--- config.mk ---
export PLATFORM = sky130hd
export DESIGN_NAME = biu_arb2
export DESIGN_NICKNAME = d
export VERILOG_FILES = /design/src/rtl/biu_arb2.sv
export SDC_FILE = /design/constraint.sdc
export NUM_CORES = 1
export LEC_CHECK = 0
export ABC_AREA = 1
export BUFFER_PORTS_ARGS = -buffer_cell sky130_fd_sc_hd__buf_2
export CAP_MARGIN = 20
export CORE_AREA = 8 8 161 163
export CTS_CLUSTER_DIAMETER = 200
export CTS_CLUSTER_SIZE = 30
export DETAILED_ROUTE_END_ITERATION = 10
export DIE_AREA = 0 0 169 171
export SKIP_CTS_REPAIR_TIMING = 1
export SLEW_MARGIN = 10
export SYNTH_ARGS = -nofsm -noshare
export SYNTH_HDL_FRONTEND = slang
export SYNTH_SLANG_ARGS = --single-unit
--- constraint.sdc ---
create_clock -name HCLK -period 1.35 [get_ports HCLK]
set_input_delay 0.0675 -clock HCLK [delete_from_list [all_inputs] [get_ports HCLK]]
set_output_delay 0.0675 -clock HCLK [all_outputs]
set_load 0.005 [all_outputs]
--- src/rtl/biu_arb2.sv ---
//==============================================================================
// biu_arb2 : two-master round-robin arbiter with lock hold in front of the BIU
// Rev 1.0
//==============================================================================
`default_nettype none

module biu_arb2 #(
  parameter int DATA_SIZE = 32,
  parameter int ADDR_SIZE = DATA_SIZE
) (
  input  logic                 HCLK,
  input  logic                 HRESETn,

  input  logic                 biu0_stb_i,
  output logic                 biu0_stb_ack_o,
  output logic                 biu0_d_ack_o,
  input  logic [ADDR_SIZE-1:0] biu0_adri_i,
  output logic [ADDR_SIZE-1:0] biu0_adro_o,
  input  logic [2:0]           biu0_size_i,
  input  logic [2:0]           biu0_type_i,
  input  logic [2:0]           biu0_prot_i,
  input  logic                 biu0_lock_i,
  input  logic                 biu0_we_i,
  input  logic [DATA_SIZE-1:0] biu0_d_i,
  output logic [DATA_SIZE-1:0] biu0_q_o,
  output logic                 biu0_ack_o,
  output logic                 biu0_err_o,

  input  logic                 biu1_stb_i,
  output logic                 biu1_stb_ack_o,
  output logic                 biu1_d_ack_o,
  input  logic [ADDR_SIZE-1:0] biu1_adri_i,
  output logic [ADDR_SIZE-1:0] biu1_adro_o,
  input  logic [2:0]           biu1_size_i,
  input  logic [2:0]           biu1_type_i,
  input  logic [2:0]           biu1_prot_i,
  input  logic                 biu1_lock_i,
  input  logic                 biu1_we_i,
  input  logic [DATA_SIZE-1:0] biu1_d_i,
  output logic [DATA_SIZE-1:0] biu1_q_o,
  output logic                 biu1_ack_o,
  output logic                 biu1_err_o,

  output logic                 biu_stb_o,
  input  logic                 biu_stb_ack_i,
  input  logic                 biu_d_ack_i,
  output logic [ADDR_SIZE-1:0] biu_adri_o,
  input  logic [ADDR_SIZE-1:0] biu_adro_i,
  output logic [2:0]           biu_size_o,
  output logic [2:0]           biu_type_o,
  output logic [2:0]           biu_prot_o,
  output logic                 biu_lock_o,
  output logic                 biu_we_o,
  output logic [DATA_SIZE-1:0] biu_d_o,
  input  logic [DATA_SIZE-1:0] biu_q_i,
  input  logic                 biu_ack_i,
  input  logic                 biu_err_i
);

  typedef enum logic [1:0] {
    ST_IDLE = 2'd0,
    ST_REQ  = 2'd1,
    ST_DATA = 2'd2
  } state_t;

  state_t      state_q;
  logic        owner_q;
  logic        last_q;
  logic        locked_q;
  logic [3:0]  beat_cnt_q;

  logic        w_own_stb;
  logic        w_own_lock;
  logic [2:0]  w_own_type;
  logic        w_req;
  logic        w_data;

  // Burst types come in pairs {SINGLE,INCR},{WRAP4,INCR4},{WRAP8,INCR8},{WRAP16,INCR16},
  // so the upper two type bits alone select the remaining-beat count.
  function automatic logic [3:0] type2cnt(input logic [1:0] pair);
    case (pair)
      2'd0:    type2cnt = 4'd0;
      2'd1:    type2cnt = 4'd3;
      2'd2:    type2cnt = 4'd7;
      default: type2cnt = 4'd15;
    endcase
  endfunction

  assign w_own_stb  = owner_q ? biu1_stb_i  : biu0_stb_i;
  assign w_own_lock = owner_q ? biu1_lock_i : biu0_lock_i;
  assign w_own_type = owner_q ? biu1_type_i : biu0_type_i;
  assign w_req      = (state_q == ST_REQ);
  assign w_data     = (state_q == ST_DATA);

  always_ff @(posedge HCLK or negedge HRESETn) begin
    if (!HRESETn) begin
      state_q    <= ST_IDLE;
      owner_q    <= 1'b0;
      last_q     <= 1'b1;
      locked_q   <= 1'b0;
      beat_cnt_q <= 4'd0;
    end else begin
      case (state_q)
        ST_IDLE: begin
          // A held lock parks the grant on the current owner until it asks again.
          if (locked_q) begin
            if (w_own_stb) state_q <= ST_REQ;
          end else if (biu0_stb_i ^ biu1_stb_i) begin
            owner_q <= biu1_stb_i;
            state_q <= ST_REQ;
          end else if (biu0_stb_i & biu1_stb_i) begin
            owner_q <= ~last_q;
            state_q <= ST_REQ;
          end
        end
        ST_REQ: begin
          if (!w_own_stb) begin
            state_q <= ST_IDLE;
          end else if (biu_stb_ack_i) begin
            beat_cnt_q <= type2cnt(w_own_type[2:1]);
            last_q     <= owner_q;
            locked_q   <= w_own_lock;
            state_q    <= ST_DATA;
          end
        end
        ST_DATA: begin
          if (biu_err_i) begin
            beat_cnt_q <= 4'd0;
            locked_q   <= 1'b0;
            state_q    <= ST_IDLE;
          end else if (biu_ack_i) begin
            if (beat_cnt_q == 4'd0) state_q    <= ST_IDLE;
            else                    beat_cnt_q <= beat_cnt_q - 4'd1;
          end
        end
        default: state_q <= ST_IDLE;
      endcase
    end
  end

  assign biu_stb_o  = w_req & w_own_stb;
  assign biu_adri_o = owner_q ? biu1_adri_i : biu0_adri_i;
  assign biu_size_o = owner_q ? biu1_size_i : biu0_size_i;
  assign biu_type_o = w_own_type;
  assign biu_prot_o = owner_q ? biu1_prot_i : biu0_prot_i;
  assign biu_lock_o = w_own_lock;
  assign biu_we_o   = owner_q ? biu1_we_i   : biu0_we_i;
  assign biu_d_o    = owner_q ? biu1_d_i    : biu0_d_i;

  assign biu0_stb_ack_o = w_req  & ~owner_q & biu_stb_ack_i;
  assign biu1_stb_ack_o = w_req  &  owner_q & biu_stb_ack_i;
  assign biu0_d_ack_o   = w_data & ~owner_q & biu_d_ack_i;
  assign biu1_d_ack_o   = w_data &  owner_q & biu_d_ack_i;
  assign biu0_ack_o     = w_data & ~owner_q & biu_ack_i;
  assign biu1_ack_o     = w_data &  owner_q & biu_ack_i;
  assign biu0_err_o     = w_data & ~owner_q & biu_err_i;
  assign biu1_err_o     = w_data &  owner_q & biu_err_i;

  // Read data and beat address fan out to both masters; ack qualifies them.
  assign biu0_q_o    = biu_q_i;
  assign biu1_q_o    = biu_q_i;
  assign biu0_adro_o = biu_adro_i;
  assign biu1_adro_o = biu_adro_i;

endmodule

`default_nettype wire
**After elaboration in Yosys (flattened, before gate mapping)**

Index checks and enable logic that the tools add are counted.

- Register bits: 9
- Input bits: 222
- Output and inout port bits: 212
- Word-level logic and storage cells: 78

- $add $sub $neg: 1
- Eq/ne operators: 13
- Muxes and demuxes: 31
- Bitwise logic cells: 18
- Reduce and logical (&&, ||, !) cells: 10

Operator list:

| operator | number |
|---|---|
| $mux 32 | 2 |
| $mux 4 | 5 |
| $mux 2 | 9 |
| $and 1x1->1 | 14 |
| $ne 3x3->1 const B | 4 |
| $pmux 4 s3 | 1 |
| $reduce_and 5->1 | 2 |
| $mux 3 | 3 |
| $mux 1 | 8 |
| $pmux 4 s2 | 1 |
| $ne 2x2->1 const B | 3 |
| $pmux 2 s3 | 1 |
| $reduce_and 3->1 | 2 |
| $eq 2x1->1 const B | 2 |
| $eq 2x2->1 const B | 2 |
| $logic_not 2->1 | 2 |
| $logic_not 4->1 | 1 |
| $ne 4x4->1 const B | 1 |
| $reduce_and 4->1 | 1 |
| $reduce_bool 2->1 | 2 |
| $sub 4x1->4 const B | 1 |
| $ne 3x2->1 const B | 1 |
| $not 1->1 | 3 |
| $pmux 1 s2 | 1 |
| $xor 1x1->1 | 1 |

**Depth between registers and ports, before layout**

- Depth in word-level cells: 6
- Mapped depth: 9
- Depth with buffers taken out: 9

**Least setup slack after synthesis**

OpenSTA, ideal clock, no wires.

- Kind: register to register
- Start point: register state_q[0]
- End point: register beat_cnt_q[0]
- Setup time: 0.118 ns
- Arrival time: 1.192 ns
- Data required time: 1.232 ns
- Path slack: 0.041 ns
- Stages on the path, launching flop included: 8
- Buffers on the path: 0
- Period minus slack after synthesis: 1.309 ns
- Path through: dfrtp_1 inv_1 ha_1 nand2_1 nand2_1 nand3b_4 nand3_1 nand2_1

- Cells in the longest elaborated chain, start to end: 3
- Elaborated cells between the ends (all ways): 9
- Classes of those cells: 6 x eq/ne; 1 x mux; 2 x reduce/logical

RTL lines:

| what | RTL line | text |
|---|---|---|
| start: declaration | 66 | `state_t state_q;` |
| start signal: assignment | 97 | `state_q <= ST_IDLE;` |
| start signal: assignment | 107 | `if (w_own_stb) state_q <= ST_REQ;` |
| start signal: assignment | 110 | `state_q <= ST_REQ;` |
| $eq 2x2->1 or $eq 2x1->1 (tied branches) | 103 | `case (state_q)` |
| $ne 3x3->1 (no source line) (tied with other cells) | - |  |
| $reduce_and 5->1 (no source line) | - |  |
| end signal: assignment | 120 | `beat_cnt_q <= type2cnt(w_own_type[2:1]);` |
| end signal: assignment | 133 | `else beat_cnt_q <= beat_cnt_q - 4'd1;` |
| end: declaration | 70 | `logic [3:0] beat_cnt_q;` |

Several ways; a longest one is shown, not always the timed one.
A chain may end at the register's enable or synchronous reset.

**Worst setup path after layout**

- Start point: register owner_q
- End point: output biu_d_o[29]

- Cells in the longest elaborated chain, start to end: 1

RTL lines:

| what | RTL line | text |
|---|---|---|
| start: declaration | 67 | `logic owner_q;` |
| start signal: assignment | 109 | `owner_q <= biu1_stb_i;` |
| start signal: assignment | 112 | `owner_q <= ~last_q;` |
| $mux 32 | 148 | `assign biu_d_o = owner_q ? biu1_d_i : biu0_d_i;` |
| end: declaration | 54 | `output logic [DATA_SIZE-1:0] biu_d_o,` |

Every way passes these cells.

==> flow_summary.json <==
{
  "cap_violations": 0,
  "period_share": 1.08,
  "syn_inst": 491,
  "gp_congestion": 0.877,
  "port_buffers": 241,
  "rsz0062_at_grt": "true",
  "min_period_ns": 1.46,
  "arrival_ns": 1.39,
  "drt-pass1-iter-count": 4,
  "timing.critical_path.fanout_max": 17,
  "root_buffer": "clkbuf_16",
  "whs_ns": 0.0893,
  "cp_top_family": "flip-flops",
  "crit_slowest_cell": "dfrtp_4",
  "grt_pass1_wl_mm": 17.8,
  "dr.first_iter.drc_count": 178,
  "timing.fmax_mhz": 684,
  "synth_seq_cells": 9,
  "outcome": "finished, violations left",
  "clockBufferDepth": 2,
  "viasPerCell": 3.46,
  "die_y_um": 171,
  "dieWidth_um": 169,
  "synth_area_um2": 2720,
  "vdd_drop_max_uv": 872,
  "finalHoldViolations": 0,
  "crit_path_frequent_cell": "nand2_1",
  "synth_cell_type_count": 26,
  "min_path_type": "in -> reg",
  "post_synth.cell_area_avg_um2": 5.55,
  "wire_per_inst_um": 14.8,
  "die_area_um2": 28900,
  "power.density_nw_per_um2": 1780,
  "cp_num_buf_inv": 3,
  "fin_ws_ns": -0.112,
  "area_growth_pct": 41.0,
  "crit_chain": "buf_6, clkbuf_16, nand2_1, nand2_1, buf_2",
  "clock-sinks": 9,
  "worstMarginPinSlew_ns": 0.230,
  "clk_latency_ns": 0.23,
  "grt_start_max_net_pins": 42,
  "worst_setup_path_start_kind": "flop",
  "vias": 3214,
  "grt_usage": 0.0786,
  "yosysWarnings": 0,
  "required_ns": 1.28,
  "yosysSeqAreaShare": 0.0832,
  "drv_slew": 0,
  "cts_inserted_buffers": 3,
  "antennaDiodeCount": 0,
  "start_util": 0.117,
  "final_core_utilization": 0.165,
  "leakagePower_nw": 2.34,
  "drive_gt1_frac": 0.518,
  "endpoint_kind": "output pin",
  "drt-total-wl_mm": 13.8,
  "p_total_mw": 6.82,
  "fin_nets": 841,
  "slowest_delay_ns": 0.56,
  "finalSetupViolCount": 88,
  "grt_antenna_before_repair": 0,
  "rows": 56,
  "synth_nets": 721,
  "boundaryPins": 434,
  "core_um2": 23300,
  "overflow": 0,
  "drc": 0,
  "fill_cells": 2710,
  "criticalPathCategory": "reg -> out",
  "cts_max_level": 1,
  "clock-skew-final_ns": 0.00246,
  "violations": "setup timing",
  "dp_hpwl_mm": 11.2,
  "path_clk_slew_ns": 0.04,
  "cts_tree": "done",
  "slew_headroom": 0.847,
  "multi_input_area_um2": 1510,
  "ant_nets": 0,
  "grt_pass1_vias": 3045,
  "register_area_um2": 230
}
==> sequential cells by signal, summed over array words and instances, names as in the netlist <==
register / cells
beat_cnt_q: 4
last_q: 1
locked_q: 1
owner_q: 1
state_q: 2
==> cell type report <==
type / count / share of cell area
Tap cell: 319 / 0.104
Sequential cell: 9 / 0.0600
Timing Repair Buffer: 259 / 0.395
Multi-Input combinational cell: 316 / 0.393
Timing Repair inverter: 1 / 0.00424
Clock buffer: 4 / 0.0205
Inverter: 21 / 0.0238
==> per-layer routing <==
| metal | routed length [um] | track usage | up-vias |
|---|---|---|---|
| met4 | 628 | 0.0385 | 0 |
| met1 | 4830 | 0.0804 | 1329 |
| met5 | 0 | 0 | - |
| met2 | 6340 | 0.129 | 249 |
| li1 | - | - | 1584 |
| met3 | 1970 | 0.0436 | 52 |
==> power breakdown <==
group          leakage, nW  total (mW)  internal [mW]  switching, mW
Clock               0.0382       0.526          0.395          0.131
Sequential           0.110       0.608          0.420          0.188
Combinational         2.20        5.69           2.54           3.15
Total                 2.34        6.82           3.35           3.47
==> metrics by stage <==
step / setup WS, ns / area, um2 / setup TNS (ns) / std cells
final: -0.112 / 3840 / -4.71 / 929
after global routing: -0.155 / 3840 / -10.26 / 929
after CTS: -0.232 / 3470 / -11.16 / 919
after detailed placement: -0.0396 / 3400 / -0.161 / 915
after global placement: -0.0213 / 3400 / -0.0714 / 915
after floorplan: 0.0407 / 2720 / 0 / 491
==> placed cells by master (no fill, tap or decap), drive strengths merged <==
cell type	n
nor3	1
clkinv	2
nand4	1
nand2	269
nor2	14
a21oi	2
o21ai	5
nand3	12
dfrtp	8
dlygate4sd3	1
ha	8
nand3b	1
xnor2	1
buf	256
clkbuf	6
dfstp	1
inv	20
o211ai	2
==> worst paths after layout <==
path                                to  slack (ns)       start  depth (start not counted)
max                        biu_d_o[29]       -0.11     owner_q                          5
min                             last_q        0.09  biu1_stb_i                          3
max reg2reg                 state_q[1]       -0.04     owner_q                          8
min reg2reg                     last_q        0.48      last_q                          2
max in group asynchronous       last_q        0.86     HRESETn                          2
min in group asynchronous   state_q[1]        0.24     HRESETn                          2
==> cell usage after synthesis, drive strengths merged <==
library cell	number	share of area
inv	21	0.031
o211ai	2	0.0055
dfstp	1	0.0097
o21ai	5	0.0092
nand4	1	0.0023
nor3	1	0.0018
clkbuf	3	0.0041
nand3b	1	0.0074
nor2	14	0.020
dfrtp	8	0.074
nand2	269	0.38
ha	8	0.037
nand3	12	0.027
xnor2	1	0.0032
buf	142	0.38
a21oi	2	0.0078
==> tightest hold or removal path, cell delays in order <==
cell	delay [ns]
buf_2	0.13
nand2_1	0.07
nand2_1	0.05
==> cell families (layout without fill, tap and decap cells) <==
family	count (synthesis)	count (layout)	share of synthesized area
DFF	9	9	0.0832
AOI/OAI and AO/OA	9	9	0.0225
xor gates and xnor gates	1	1	0.00322
adders and majority gates	8	8	0.0368
buffers and inverters	166	285	0.418
and+or+nand+nor	298	298	0.437
Note: power is estimated with default switching activity, not from simulation.
